## src/rtl/ucode_pkg.sv

```systemverilog
// Shared types and defaults for the uCode program RAM arbiter.
package ucode_pkg;

   localparam int unsigned ADDR_SZ_DEF   = 8;
   localparam int unsigned DATA_SZ_DEF   = 16;
   localparam int unsigned BURST_MAX_DEF = 8;
   localparam int unsigned WP_LIMIT_DEF  = 'h80;

   typedef enum logic {
      ST_ARB    = 1'b0,
      ST_HBURST = 1'b1
   } state_e;

   typedef enum logic {
      PORT_C = 1'b0,
      PORT_H = 1'b1
   } port_e;

endpackage

```

## src/rtl/ucode_rd_tag.sv

```systemverilog
// Two-stage {valid, port} shift that follows each granted read through the
// RAM's registered read so the returned word is routed to its requester.
module ucode_rd_tag
   import ucode_pkg::*;
(
   input  logic  clk_i,
   input  logic  rst_ni,
   input  logic  push_i,
   input  port_e port_i,
   output logic  valid_o,
   output port_e port_o
);

   logic [1:0] valid_q;
   port_e      port0_q;
   port_e      port1_q;

   always_ff @(posedge clk_i or negedge rst_ni) begin
      if (!rst_ni) begin
         valid_q <= '0;
         port0_q <= PORT_C;
         port1_q <= PORT_C;
      end else begin
         valid_q <= {valid_q[0], push_i};
         port0_q <= port_i;
         port1_q <= port0_q;
      end
   end

   assign valid_o = valid_q[1];
   assign port_o  = port1_q;

endmodule

```

## src/rtl/ucode_arbiter.sv

```systemverilog
// Two-port arbiter (CPU port C, host port H) in front of the uCode program RAM,
// with host burst lock. Optional write protect: UCODE_ARB_WRITE_PROTECT_EN.
module ucode_arbiter
   import ucode_pkg::*;
#(
   parameter int unsigned DATA_SZ   = DATA_SZ_DEF,
   parameter int unsigned ADDR_SZ   = ADDR_SZ_DEF,
   parameter int unsigned BURST_MAX = BURST_MAX_DEF
`ifdef UCODE_ARB_WRITE_PROTECT_EN
   ,
   parameter int unsigned WP_LIMIT  = WP_LIMIT_DEF
`endif
)(
   input  logic               i_clk,
   input  logic               i_rst_n,
   input  logic               i_c_req,
   input  logic               i_c_wr,
   input  logic [ADDR_SZ-1:0] i_c_addr,
   input  logic [DATA_SZ-1:0] i_c_wdata,
   output logic               o_c_gnt,
   output logic               o_c_rvalid,
   output logic [DATA_SZ-1:0] o_c_rdata,
   input  logic               i_h_req,
   input  logic               i_h_wr,
   input  logic [ADDR_SZ-1:0] i_h_addr,
   input  logic [DATA_SZ-1:0] i_h_wdata,
   output logic               o_h_gnt,
   output logic               o_h_rvalid,
   output logic [DATA_SZ-1:0] o_h_rdata,
   input  logic               i_h_lock,
   output logic               o_mem_wr,
   output logic [ADDR_SZ-1:0] o_mem_waddr,
   output logic [DATA_SZ-1:0] o_mem_wdata,
   output logic [ADDR_SZ-1:0] o_mem_raddr,
   input  logic [DATA_SZ-1:0] i_mem_rdata,
   output logic               o_wp_fault
);

   state_e             state_q, state_d;
   port_e              ptr_q, ptr_d;
   logic [7:0]         cnt_q, cnt_d;
   logic               c_gnt_q, h_gnt_q;
   logic               mem_wr_q, wp_q;
   logic [ADDR_SZ-1:0] waddr_q, raddr_q;
   logic [DATA_SZ-1:0] wdata_q, c_rdata_q, h_rdata_q;
   logic               c_rvalid_q, h_rvalid_q;

   logic               c_elig, h_elig, grant_c, grant_h, grant_any;
   logic               sel_wr, wp_hit, tag_valid;
   logic [ADDR_SZ-1:0] sel_addr;
   logic [DATA_SZ-1:0] sel_wdata;
   port_e              tag_port;

   assign c_elig = i_c_req & ~c_gnt_q;
   assign h_elig = i_h_req & ~h_gnt_q;

   // A burst that ends this edge falls through to normal arbitration in the
   // same edge, with the pointer forced to H so a waiting C wins the tie.
   always_comb begin
      grant_c = 1'b0;
      grant_h = 1'b0;
      state_d = state_q;
      ptr_d   = ptr_q;
      cnt_d   = cnt_q;
      if (state_q == ST_HBURST && i_h_lock && cnt_q != 8'(BURST_MAX)) begin
         if (h_elig) begin
            grant_h = 1'b1;
            ptr_d   = PORT_H;
            if (c_elig) cnt_d = cnt_q + 8'd1;
         end
      end else begin
         state_d = ST_ARB;
         cnt_d   = '0;
         if (c_elig && h_elig) begin
            grant_c = (state_q == ST_HBURST) || (ptr_q == PORT_H);
            grant_h = ~grant_c;
         end else begin
            grant_c = c_elig;
            grant_h = h_elig;
         end
         if (grant_c) ptr_d = PORT_C;
         if (grant_h) begin
            ptr_d = PORT_H;
            if (i_h_lock) begin
               state_d = ST_HBURST;
               cnt_d   = 8'd1;
            end
         end
      end
   end

   assign grant_any = grant_c | grant_h;
   assign sel_wr    = grant_h ? i_h_wr    : i_c_wr;
   assign sel_addr  = grant_h ? i_h_addr  : i_c_addr;
   assign sel_wdata = grant_h ? i_h_wdata : i_c_wdata;

`ifdef UCODE_ARB_WRITE_PROTECT_EN
   localparam logic [ADDR_SZ-1:0] WP_LIM = ADDR_SZ'(WP_LIMIT);
   assign wp_hit = sel_wr & (sel_addr < WP_LIM);
`else
   assign wp_hit = 1'b0;
`endif

   ucode_rd_tag u_rd_tag (
      .clk_i   (i_clk),
      .rst_ni  (i_rst_n),
      .push_i  (grant_any & ~sel_wr),
      .port_i  (grant_h ? PORT_H : PORT_C),
      .valid_o (tag_valid),
      .port_o  (tag_port)
   );

   always_ff @(posedge i_clk or negedge i_rst_n) begin
      if (!i_rst_n) begin
         state_q    <= ST_ARB;
         ptr_q      <= PORT_H;
         cnt_q      <= '0;
         c_gnt_q    <= 1'b0;
         h_gnt_q    <= 1'b0;
         mem_wr_q   <= 1'b0;
         wp_q       <= 1'b0;
         waddr_q    <= '0;
         wdata_q    <= '0;
         raddr_q    <= '0;
         c_rvalid_q <= 1'b0;
         h_rvalid_q <= 1'b0;
         c_rdata_q  <= '0;
         h_rdata_q  <= '0;
      end else begin
         state_q    <= state_d;
         ptr_q      <= ptr_d;
         cnt_q      <= cnt_d;
         c_gnt_q    <= grant_c;
         h_gnt_q    <= grant_h;
         mem_wr_q   <= grant_any & sel_wr & ~wp_hit;
         wp_q       <= grant_any & wp_hit;
         if (grant_any & sel_wr) begin
            waddr_q <= sel_addr;
            wdata_q <= sel_wdata;
         end
         if (grant_any & ~sel_wr) raddr_q <= sel_addr;
         c_rvalid_q <= tag_valid & (tag_port == PORT_C);
         h_rvalid_q <= tag_valid & (tag_port == PORT_H);
         if (tag_valid && tag_port == PORT_C) c_rdata_q <= i_mem_rdata;
         if (tag_valid && tag_port == PORT_H) h_rdata_q <= i_mem_rdata;
      end
   end

   assign o_c_gnt     = c_gnt_q;
   assign o_h_gnt     = h_gnt_q;
   assign o_c_rvalid  = c_rvalid_q;
   assign o_h_rvalid  = h_rvalid_q;
   assign o_c_rdata   = c_rdata_q;
   assign o_h_rdata   = h_rdata_q;
   assign o_mem_wr    = mem_wr_q;
   assign o_mem_waddr = waddr_q;
   assign o_mem_wdata = wdata_q;
   assign o_mem_raddr = raddr_q;
   assign o_wp_fault  = wp_q;

endmodule

```

## config.mk

```make
export PLATFORM = sky130hd
export DESIGN_NAME = ucode_arbiter
export DESIGN_NICKNAME = d
export VERILOG_FILES = /design/src/rtl/ucode_pkg.sv /design/src/rtl/ucode_rd_tag.sv /design/src/rtl/ucode_arbiter.sv
export SDC_FILE = /design/constraint.sdc
export NUM_CORES = 1
export LEC_CHECK = 0
export ABC_CLOCK_PERIOD_IN_PS = 2700
export BUFFER_PORTS_ARGS = -buffer_cell sky130_fd_sc_hd__buf_2
export CORE_MARGIN = 2
export CORE_UTILIZATION = 50
export DETAILED_ROUTE_END_ITERATION = 6
export MAX_ROUTING_LAYER = met4
export PLACE_DENSITY = 0.85
export SETUP_SLACK_MARGIN = 0.05
export SLEW_MARGIN = 20
export SYNTH_ARGS = -nofsm -noshare
export SYNTH_HDL_FRONTEND = slang
export SYNTH_HIERARCHICAL = 1
export SYNTH_SLANG_ARGS = --single-unit
```

## constraint.sdc

```tcl
create_clock -name i_clk -period 2.7 [get_ports i_clk]
set_clock_uncertainty 0.05 [all_clocks]
set_input_delay 0 -clock i_clk [delete_from_list [all_inputs] [get_ports i_clk]]
set_output_delay 0 -clock i_clk [all_outputs]
set_load 0.02 [all_outputs]
```

### After elaboration in Yosys (flattened, before gate mapping)

Index checks and enable logic that the tools add are counted.

* bits in registers: 83
* latch bits: 0
* memory bits (writable): 0
* ROM bits: 0
* output and inout port bits: 70
* memories kept: 0

* $add $sub $neg: 1
* multipliers: 0
* div/mod/pow operators: 0
* magnitude comparators: 0
* equal/unequal tests: 3
* shifts and indexed selects: 0
* multiplexer cells: 22
* bitwise logic cells: 12
* reductions and logical operators: 9

Operator list (count)
* 8-bit 2-to-1 mux: 4
* 1-bit 2-to-1 mux: 17
* 16-bit 2-to-1 mux: 1
* 8-bit by 1-bit adder with 8-bit output (second input constant): 1
* 8-bit by 4-bit inequality test with 1-bit output (second input constant): 1
* 1-bit bitwise AND: 6
* 1-bit logical AND: 5
* 1-bit inverter: 5
* 2-bit inequality test (second input constant): 2
* 2-bit AND reduction: 2
* 3-bit nonzero test: 1
* 1-bit logical OR: 1
* 1-bit OR: 1

### Logic depth before layout (Yosys ltp)

Gate-level depths: netlist of run 1.

* depth in word-level cells: 9
* depth in mapped cells: 10

### Cells and area by module

The synthesis of run 1 kept the hierarchy.

By module, submodules not included
* ucode_arbiter: instances 1, cells an instance 303, area an instance 3823.7 um2
* ucode_rd_tag: instances 1, cells an instance 4, area an instance 100.1 um2

### Worst setup path before layout of run 1

Ideal clock, no wire load.

* kind: register to register
* start: reg cnt_q[5]
* end: reg raddr_q[5] (netlist: o_mem_raddr[5])
* library setup time: 0.125 ns
* data arrival time: 2.048 ns
* required time: 2.525 ns
* setup slack: 0.477 ns
* cell stages (with the launch flop): 8
* path buffers: 2
* clock period less this slack: 2.223 ns
* path through: dfrtp_1 > or4_4 > o21ai_1 > and2_1 > buf_6 > buf_12 > mux2_1 > mux2_4

* cells in the longest elaborated chain, start to end: 6
* elaborated cells between the ends (all ways): 9

Ends and longest elaborated chain
* from (decl): line ucode_arbiter.sv:41 `logic [7:0] cnt_q, cnt_d;`
* from (signal assigned): line ucode_arbiter.sv:132 `cnt_q <= cnt_d;`
* 8-bit by 4-bit inequality test with 1-bit output *: line ucode_arbiter.sv:65 `if (state_q == ST_HBURST && i_h_lock && cnt_q != 8'(BURST_MAX)) begin`
* 1-bit logical AND *: line ucode_arbiter.sv:65
* 1-bit 2-to-1 mux: line ucode_arbiter.sv:65
* 1-bit 2-to-1 mux: line ucode_arbiter.sv:93 `assign sel_wr = grant_h ? i_h_wr : i_c_wr;`
* 1-bit inverter: line ucode_arbiter.sv:141 `if (grant_any & ~sel_wr) raddr_q <= sel_addr;`
* 1-bit bitwise AND: line ucode_arbiter.sv:141
* to (signal assigned): line ucode_arbiter.sv:141
* to (decl): line ucode_arbiter.sv:44 `logic [ADDR_SZ-1:0] waddr_q, raddr_q;`

Every way passes the cells marked *; elsewhere a longest branch is shown, timed or not.
A chain may end at the register's enable or synchronous reset.

### Worst setup path in the final report of run 1

* start: reg cnt_q[5]
* end: reg wdata_q[12] (netlist: o_mem_wdata[12])

* cells in the longest elaborated chain, start to end: 5
* elaborated cells between the ends (all ways): 8

Ends and longest elaborated chain
* 8-bit by 4-bit inequality test with 1-bit output *: line ucode_arbiter.sv:65
* 1-bit logical AND *: line ucode_arbiter.sv:65
* 1-bit 2-to-1 mux: line ucode_arbiter.sv:65
* 1-bit OR / 1-bit 2-to-1 mux (equally long branches): line ucode_arbiter.sv:92, ucode_arbiter.sv:93
* 1-bit bitwise AND: line ucode_arbiter.sv:137 `if (grant_any & sel_wr) begin`
* to (signal assigned): line ucode_arbiter.sv:139 `wdata_q <= sel_wdata;`
* to (decl): line ucode_arbiter.sv:45 `logic [DATA_SZ-1:0] wdata_q, c_rdata_q, h_rdata_q;`

Marks and branches as above.

==> flow_summary_export.csv, run 1 <==
group,metric,value,unit
timing,slew_viol_final,0,
place,hpwl,5990,µm
global_route,grt.overflow.total,0,
clock_network,clkLatencyLatePin,0.34,ns
run,max_cap_violations,0,
timing,max_freq,0.410,GHz
place,gp_congestion,0.822,
floorplanning,core_area,0.00765,mm²
power_and_ir_drop,total_power,4.89,mW
floorplanning,initial_core_util,51.3,%
drt,drtAntennaViolNets,0,
cells_and_area,diodes,0,
setup_path,critPathMaxFanout,18,
timing,period_share,90.4,%
global_route,grt_max_degree,84,
setup_path,slowest_delay,0.56,ns
drt,drtPass1Iterations,4,
floorplanning,io_pins,141,
clock_network,cts_buffers,9,
setup_path,end_kind,"register",
logic_synthesis,synth-seq-cells,83,
power_and_ir_drop,p_switching,1.89,mW
power_and_ir_drop,p_per_area,931,mW/mm²
logic_synthesis,ys_seq_area_share,53.0,%
drt,vias,3017,
timing,fin_crit,2.44,ns
timing,slew_headroom,48.0,%
global_route,antenna_found_initial,0,
drt,drt_iter0_markers,81,
floorplanning,die_h,92.6,µm
global_route,grt_pass1_wl,15100,µm
setup_path,cp_cell_sequence,"or4_4 > o21ai_1 > and2_2 > buf_4 > mux2i_1 > o22a_1",
setup_path,cp_slowest_cell,"or4_4",
power_and_ir_drop,share_clk_of_total_power,15.9,%
power_and_ir_drop,intPower,3.00,mW
hold_path,worstHoldPathType,"in -> reg",
clock_network,cts.clk_slew.worst_paths,0.08,ns
drt,post_drt_via_cell_ratio,5.09,
global_route,grt_use_total,23.1,%
setup_path,critical_path_class,"reg -> reg",
cells_and_area,final_cells,593,
logic_synthesis,ys_types,37,
clock_network,htreeDepth,3,
timing,worst_pin_slew,0.779,ns
clock_network,cts_num_sinks,83,
logic_synthesis,synth_cells,307,
clock_network,ctsLongestPathBuffers,2,
setup_path,r2r_slack,0.26,ns
power_and_ir_drop,pwr-share-seq,40.8,%
setup_path,startpoint_type,"register",
floorplanning,rows,32,
logic_synthesis,syn_area,0.00392,mm²
setup_path,critPathArrivalTime,2.67,ns
setup_path,required,2.93,ns
timing,rsz0062_at_grt,"false",
cells_and_area,final_cell_mix,"138 x buf_2, 82 x dfrtp_1, 51 x nor2b_1",
floorplanning,die_area,0.00857,mm²
drt,routed_wl,9260,µm
cells_and_area,area_growth_syn_to_layout,33.9,%
power_and_ir_drop,switching_share,38.7,%
cells_and_area,nNetsFinal,559,
global_route,grt_pass1_vias,3174,
power_and_ir_drop,p_leak,2.52,nW
timing,setup_viol,0,
power_and_ir_drop,combPwrFrac,43.3,%
place,place_inst,537,
outcome,status,"completed",
logic_synthesis,yosysWarnings,6,
timing,tns,0,ns
place,port_buffers,139,
floorplanning,die_w,92.6,µm
clock_network,cts_tree,"done",
cells_and_area,final_common_cell,"buf_2",
drt,drc,0,
cells_and_area,drive_above_1_share,43.6,%
timing,hold_viol_final,0,
logic_synthesis,syn_nets,380,
clock_network,ctsRootBufferMaster,"clkbuf_8",
drt,routedWlPerCell,15.6,µm
logic_synthesis,postSynthAreaPerCell,12.8,µm²
clock_network,post_cts_buffers,0,
power_and_ir_drop,vdd_drop_max,0.468,mV
layout make-up:
type                       instances  area [µm²]
clock buffer                      10         128
clock inverter                     6        40.0
fill                             556        2390
inverter                           5        18.8
multi-input combinational        200        1690
sequential                        83        2080
tap                              102         128
timing repair buffer             187        1170
cell usage after synthesis:
cell	n	area share (%)
dfrtp_1	82	52
buf_4	1	0.19
buf_6	2	0.57
nand2_1	7	0.67
o211ai_1	1	0.19
conb_1	1	0.096
mux2_4	8	3.1
mux2_2	38	11
nor2_1	11	1.1
buf_12	3	1.5
nand3b_1	1	0.19
o21ai_0	4	0.51
ha_1	2	0.64
and4b_1	2	0.51
xor2_1	4	0.89
o211ai_2	1	0.32
o22a_1	24	5.4
buf_2	2	0.26
and2_1	1	0.16
o21ai_1	1	0.13
xnor2_1	3	0.67
dfstp_2	1	0.67
nand2b_1	1	0.16
buf_1	1	0.096
and3_1	1	0.16
a21oi_2	1	0.22
nand3_1	2	0.26
a31oi_4	1	0.54
mux2i_1	24	6.1
inv_1	5	0.48
or4_4	1	0.29
clkbuf_1	10	0.96
a21oi_1	2	0.26
nor4bb_1	1	0.26
mux2_1	2	0.57
nor2b_1	51	8.1
nand4_1	4	0.64
repair_timing:
action                     in CTS  in global routing
setup endpoints to repair       0                  0
hold endpoints to repair      129                  0
resized for setup               0                  0
hold buffers                   40                  0
kinds of logic (layout without fill, tap and decap cells):
logic type,count (synthesis),count (layout),share of synthesized area (%)
compound gates,35,35,7.53
flops,83,83,53.0
mux,72,72,20.7
fa+ha+maj,2,2,0.638
buf+inv,24,208,4.08
simple gates,83,83,12.5
other cells,1,1,0.0956
xor+xnor,7,7,1.56
path summary, 6_finish.rpt:
kind,start,to,cells past startpoint
max,cnt_q[5],o_mem_wdata[12],6
min,i_c_wdata[1],o_mem_wdata[1],4
max reg2reg,cnt_q[5],o_mem_wdata[12],6
min reg2reg,u_rd_tag/valid_q[0],u_rd_tag/valid_q[1],0
max in group asynchronous,i_rst_n,o_mem_wdata[10],2
min in group asynchronous,i_rst_n,o_c_rdata[6],2
sequential cells by signal, indices dropped and copies added, names as in the netlist:
register          count
ptr_q                 1
o_mem_wr              1
o_mem_waddr           8
o_mem_raddr           8
cnt_q                 8
u_rd_tag/valid_q      2
o_c_rdata            16
o_h_rvalid            1
o_h_rdata            16
u_rd_tag/port_o       1
o_c_rvalid            1
u_rd_tag/port0_q      1
o_mem_wdata          16
state_q               1
o_c_gnt               1
o_h_gnt               1
routing by layer:
metal | up-vias | wire (µm) | global-route usage (%)
li1 | 1425 | - | -
met1 | 1475 | 3940 | 27.8
met2 | 100 | 4670 | 39.1
met3 | 17 | 448 | 4.07
met4 | 0 | 205 | 8.83
met5 | - | 0 | -
through the flow:
| step | utilization (%) | area [µm²] | worst slack, ns | hold slack [ns] |
|---|---|---|---|---|
| after floorplan | - | 3920 | 0.477 | -0.346 |
| final | 68.7 | 5250 | 0.259 | 0.00177 |
| after detailed placement | 61.2 | 4680 | 0.293 | 0.197 |
| after CTS | 68.7 | 5250 | 0.284 | 0.000496 |
| after global routing | 68.7 | 5250 | 0.0783 | 0.0115 |
| after global placement | 61.2 | 4680 | 0.350 | 0.181 |
power groups by stage:
stage	logic (mW)	clock network (mW)	registers, mW
2_1_floorplan	0.795	0	2.58
3_3_place_gp	2.03	0	1.98
3_5_place_dp	2.08	0	2.01
4_1_cts	2.12	0.798	1.99
5_1_grt	2.24	0.863	2.06
6_report	2.12	0.779	1.99
worst max-delay path: cells and delay by family (launching register included):
family | cells | cell delay (ns)
and+or+nand+nor | 2 | 1.02
muxes | 1 | 0.24
buffers and inverters | 1 | 0.31
DFF | 1 | 0.41
AOI/OAI and AO/OA | 2 | 0.34
Power figures use the tool's default switching activity.
==> run 2, diff against run 1 <==
Settings changed: CELL_PAD_IN_SITES_DETAIL_PLACEMENT from default to 1, CELL_PAD_IN_SITES_GLOBAL_PLACEMENT from default to 2, CORE_UTILIZATION 50 to 31, PLACE_DENSITY 0.85 to 0.84.
==> run 2 against run 1 <==
Against the previous run:
- register-to-register slack barely moved
- design area rose by 3.2%
- critical path depth did not move
- sequential share of layout area fell by 1.2 points
- clock power rose by 64%
- non-clock buffer count fell by 5
- power rose by 10%
- highest routed layer unchanged
==> flow_summary_export.csv, run 2 (synthesized netlist as in run 1, its figures left out) <==
group,metric,value,unit
timing,setup_viol,0,
place,port_buffers,139,
cells_and_area,area_growth_syn_to_layout,38.2,%
timing,setup_slack,0.260,ns
cells_and_area,fill_cells,1399,
setup_path,critPathMaxFanout,16,
setup_path,required,2.92,ns
floorplanning,io_pins,141,
global_route,grt_use_total,16.1,%
place,dp_slack,0.272,ns
cells_and_area,final_cells,658,
drt,drtPass1Iterations,4,
timing,slew_viol_final,0,
clock_network,cts_buffers,9,
setup_path,startpoint_type,"register",
cells_and_area,multi_input_area,0.00169,mm²
clock_network,ctsLongestPathBuffers,2,
global_route,grt.overflow.total,0,
clock_network,cts_tree,"done",
global_route,grt_pass1_wl,16300,µm
drt,drtAntennaViolNets,0,
cells_and_area,drive_above_1_share,44.4,%
floorplanning,die_area,0.0136,mm²
power_and_ir_drop,total_power,5.39,mW
floorplanning,die_h,117,µm
drt,vias,3036,
drt,drt_iter0_markers,66,
cells_and_area,final_cell_mix,"138 x buf_2, 82 x dfrtp_1, 51 x nor2b_1",
timing,fin_crit,2.44,ns
clock_network,cts_num_sinks,83,
drt,post_drt_via_cell_ratio,4.61,
floorplanning,core_area,0.0125,mm²
drt,drc,0,
timing,period_share,90.4,%
clock_network,ctsRootBufferMaster,"clkbuf_16",
timing,hold-worst-slack,0.0153,ns
cells_and_area,diodes,0,
cells_and_area,nNetsFinal,554,
global_route,grt_pass1_vias,3319,
setup_path,critPathArrivalTime,2.66,ns
floorplanning,die_w,117,µm
floorplanning,rows,41,
clock_network,cts.clk_slew.worst_paths,0.06,ns
place,place_inst,608,
timing,slew_headroom,41.2,%
cells_and_area,seq_area,0.00208,mm²
timing,max_freq,0.410,GHz
cells_and_area,finalCoreUtilization,43.5,%
cells_and_area,final_common_cell,"buf_2",
clock_network,post_cts_buffers,0,
clock_network,htreeDepth,3,
global_route,grt_max_degree,84,
clock_network,clkLatencyLatePin,0.33,ns
place,placed_cell_area,0.00476,mm²
timing,hold_viol_final,0,
hold_path,worstHoldPathType,"in -> reg",
clock_network,cts-resized-gates,0,
power_and_ir_drop,vdd_drop_max,0.405,mV
power_and_ir_drop,p_per_area,995,mW/mm²
drt,routedWlPerCell,15.8,µm
setup_path,critical_path_class,"reg -> reg",
place,gp_congestion,0.771,
cells_and_area,finalInstanceArea,0.00542,mm²
power_and_ir_drop,p_leak,2.57,nW
floorplanning,initial_core_util,31.5,%
run,max_cap_violations,0,
timing,rsz0062_at_grt,"false",
timing,tns,0,ns
outcome,status,"completed",
place,hpwl,6760,µm
drt,routed_wl,10400,µm
timing,worst_pin_slew,0.879,ns
global_route,antenna_found_initial,0,
setup_path,end_kind,"register",
run 2: cell types whose count changed in the layout (fill, tap and decap cells not counted), sizes merged:
cell         change
dlygate4sd3      -6
clkbuf           +1
buf              +1
clkinvlp         -1
inv              -1
bufinv           +1
run 2: worst paths after layout:
check                                         start             endpoint  slack [ns]  cells after the start
worst max register to register             cnt_q[5]       o_mem_wdata[0]        0.26                      6
worst min register to register  u_rd_tag/valid_q[0]  u_rd_tag/valid_q[1]        0.30                      0
max in group asynchronous                   i_rst_n       o_mem_wdata[3]        1.80                      2
worst max-delay path                       cnt_q[5]       o_mem_wdata[0]        0.26                      6
min in group asynchronous                   i_rst_n             cnt_q[0]        0.20                      2
worst min-delay path                  i_h_wdata[13]      o_mem_wdata[13]        0.02                      4
run 2: final cells by class:
class	count	area share, %
clock buffers	11	4.66
inverters	5	0.346
multi-input cells	200	31.1
repair buffers	182	20.5
flip-flops and latches	83	38.3
clock inverters	5	1.13
well taps	172	3.97
run 2: critical path, cell delays in order (launching register included):
cell	delay [ns]
dfrtp_1	0.40
or4_4	0.56
o21ai_1	0.18
and2_2	0.38
buf_4	0.36
mux2i_1	0.26
o22a_1	0.16
run 2: report_power, final:
part | internal [mW] | total (mW) | switching (mW)
Clock | 0.771 | 1.28 | 0.510
Sequential | 1.74 | 2.00 | 0.262
Combinational | 0.920 | 2.12 | 1.20
run 2: metal layers:
metal	wire length (µm)	track usage, %	up-vias
met4	112	4.44	0
li1	-	-	1421
met1	4560	19.6	1522
met3	487	3.53	11
met2	5230	27.2	82
met5	0	-	-
run 2: timing repair:
| item | CTS | global route |
|---|---|---|
| endpoints found under the hold margin | 124 | 0 |
| hold buffers | 34 | 0 |
| setup endpoints to repair | 0 | 0 |
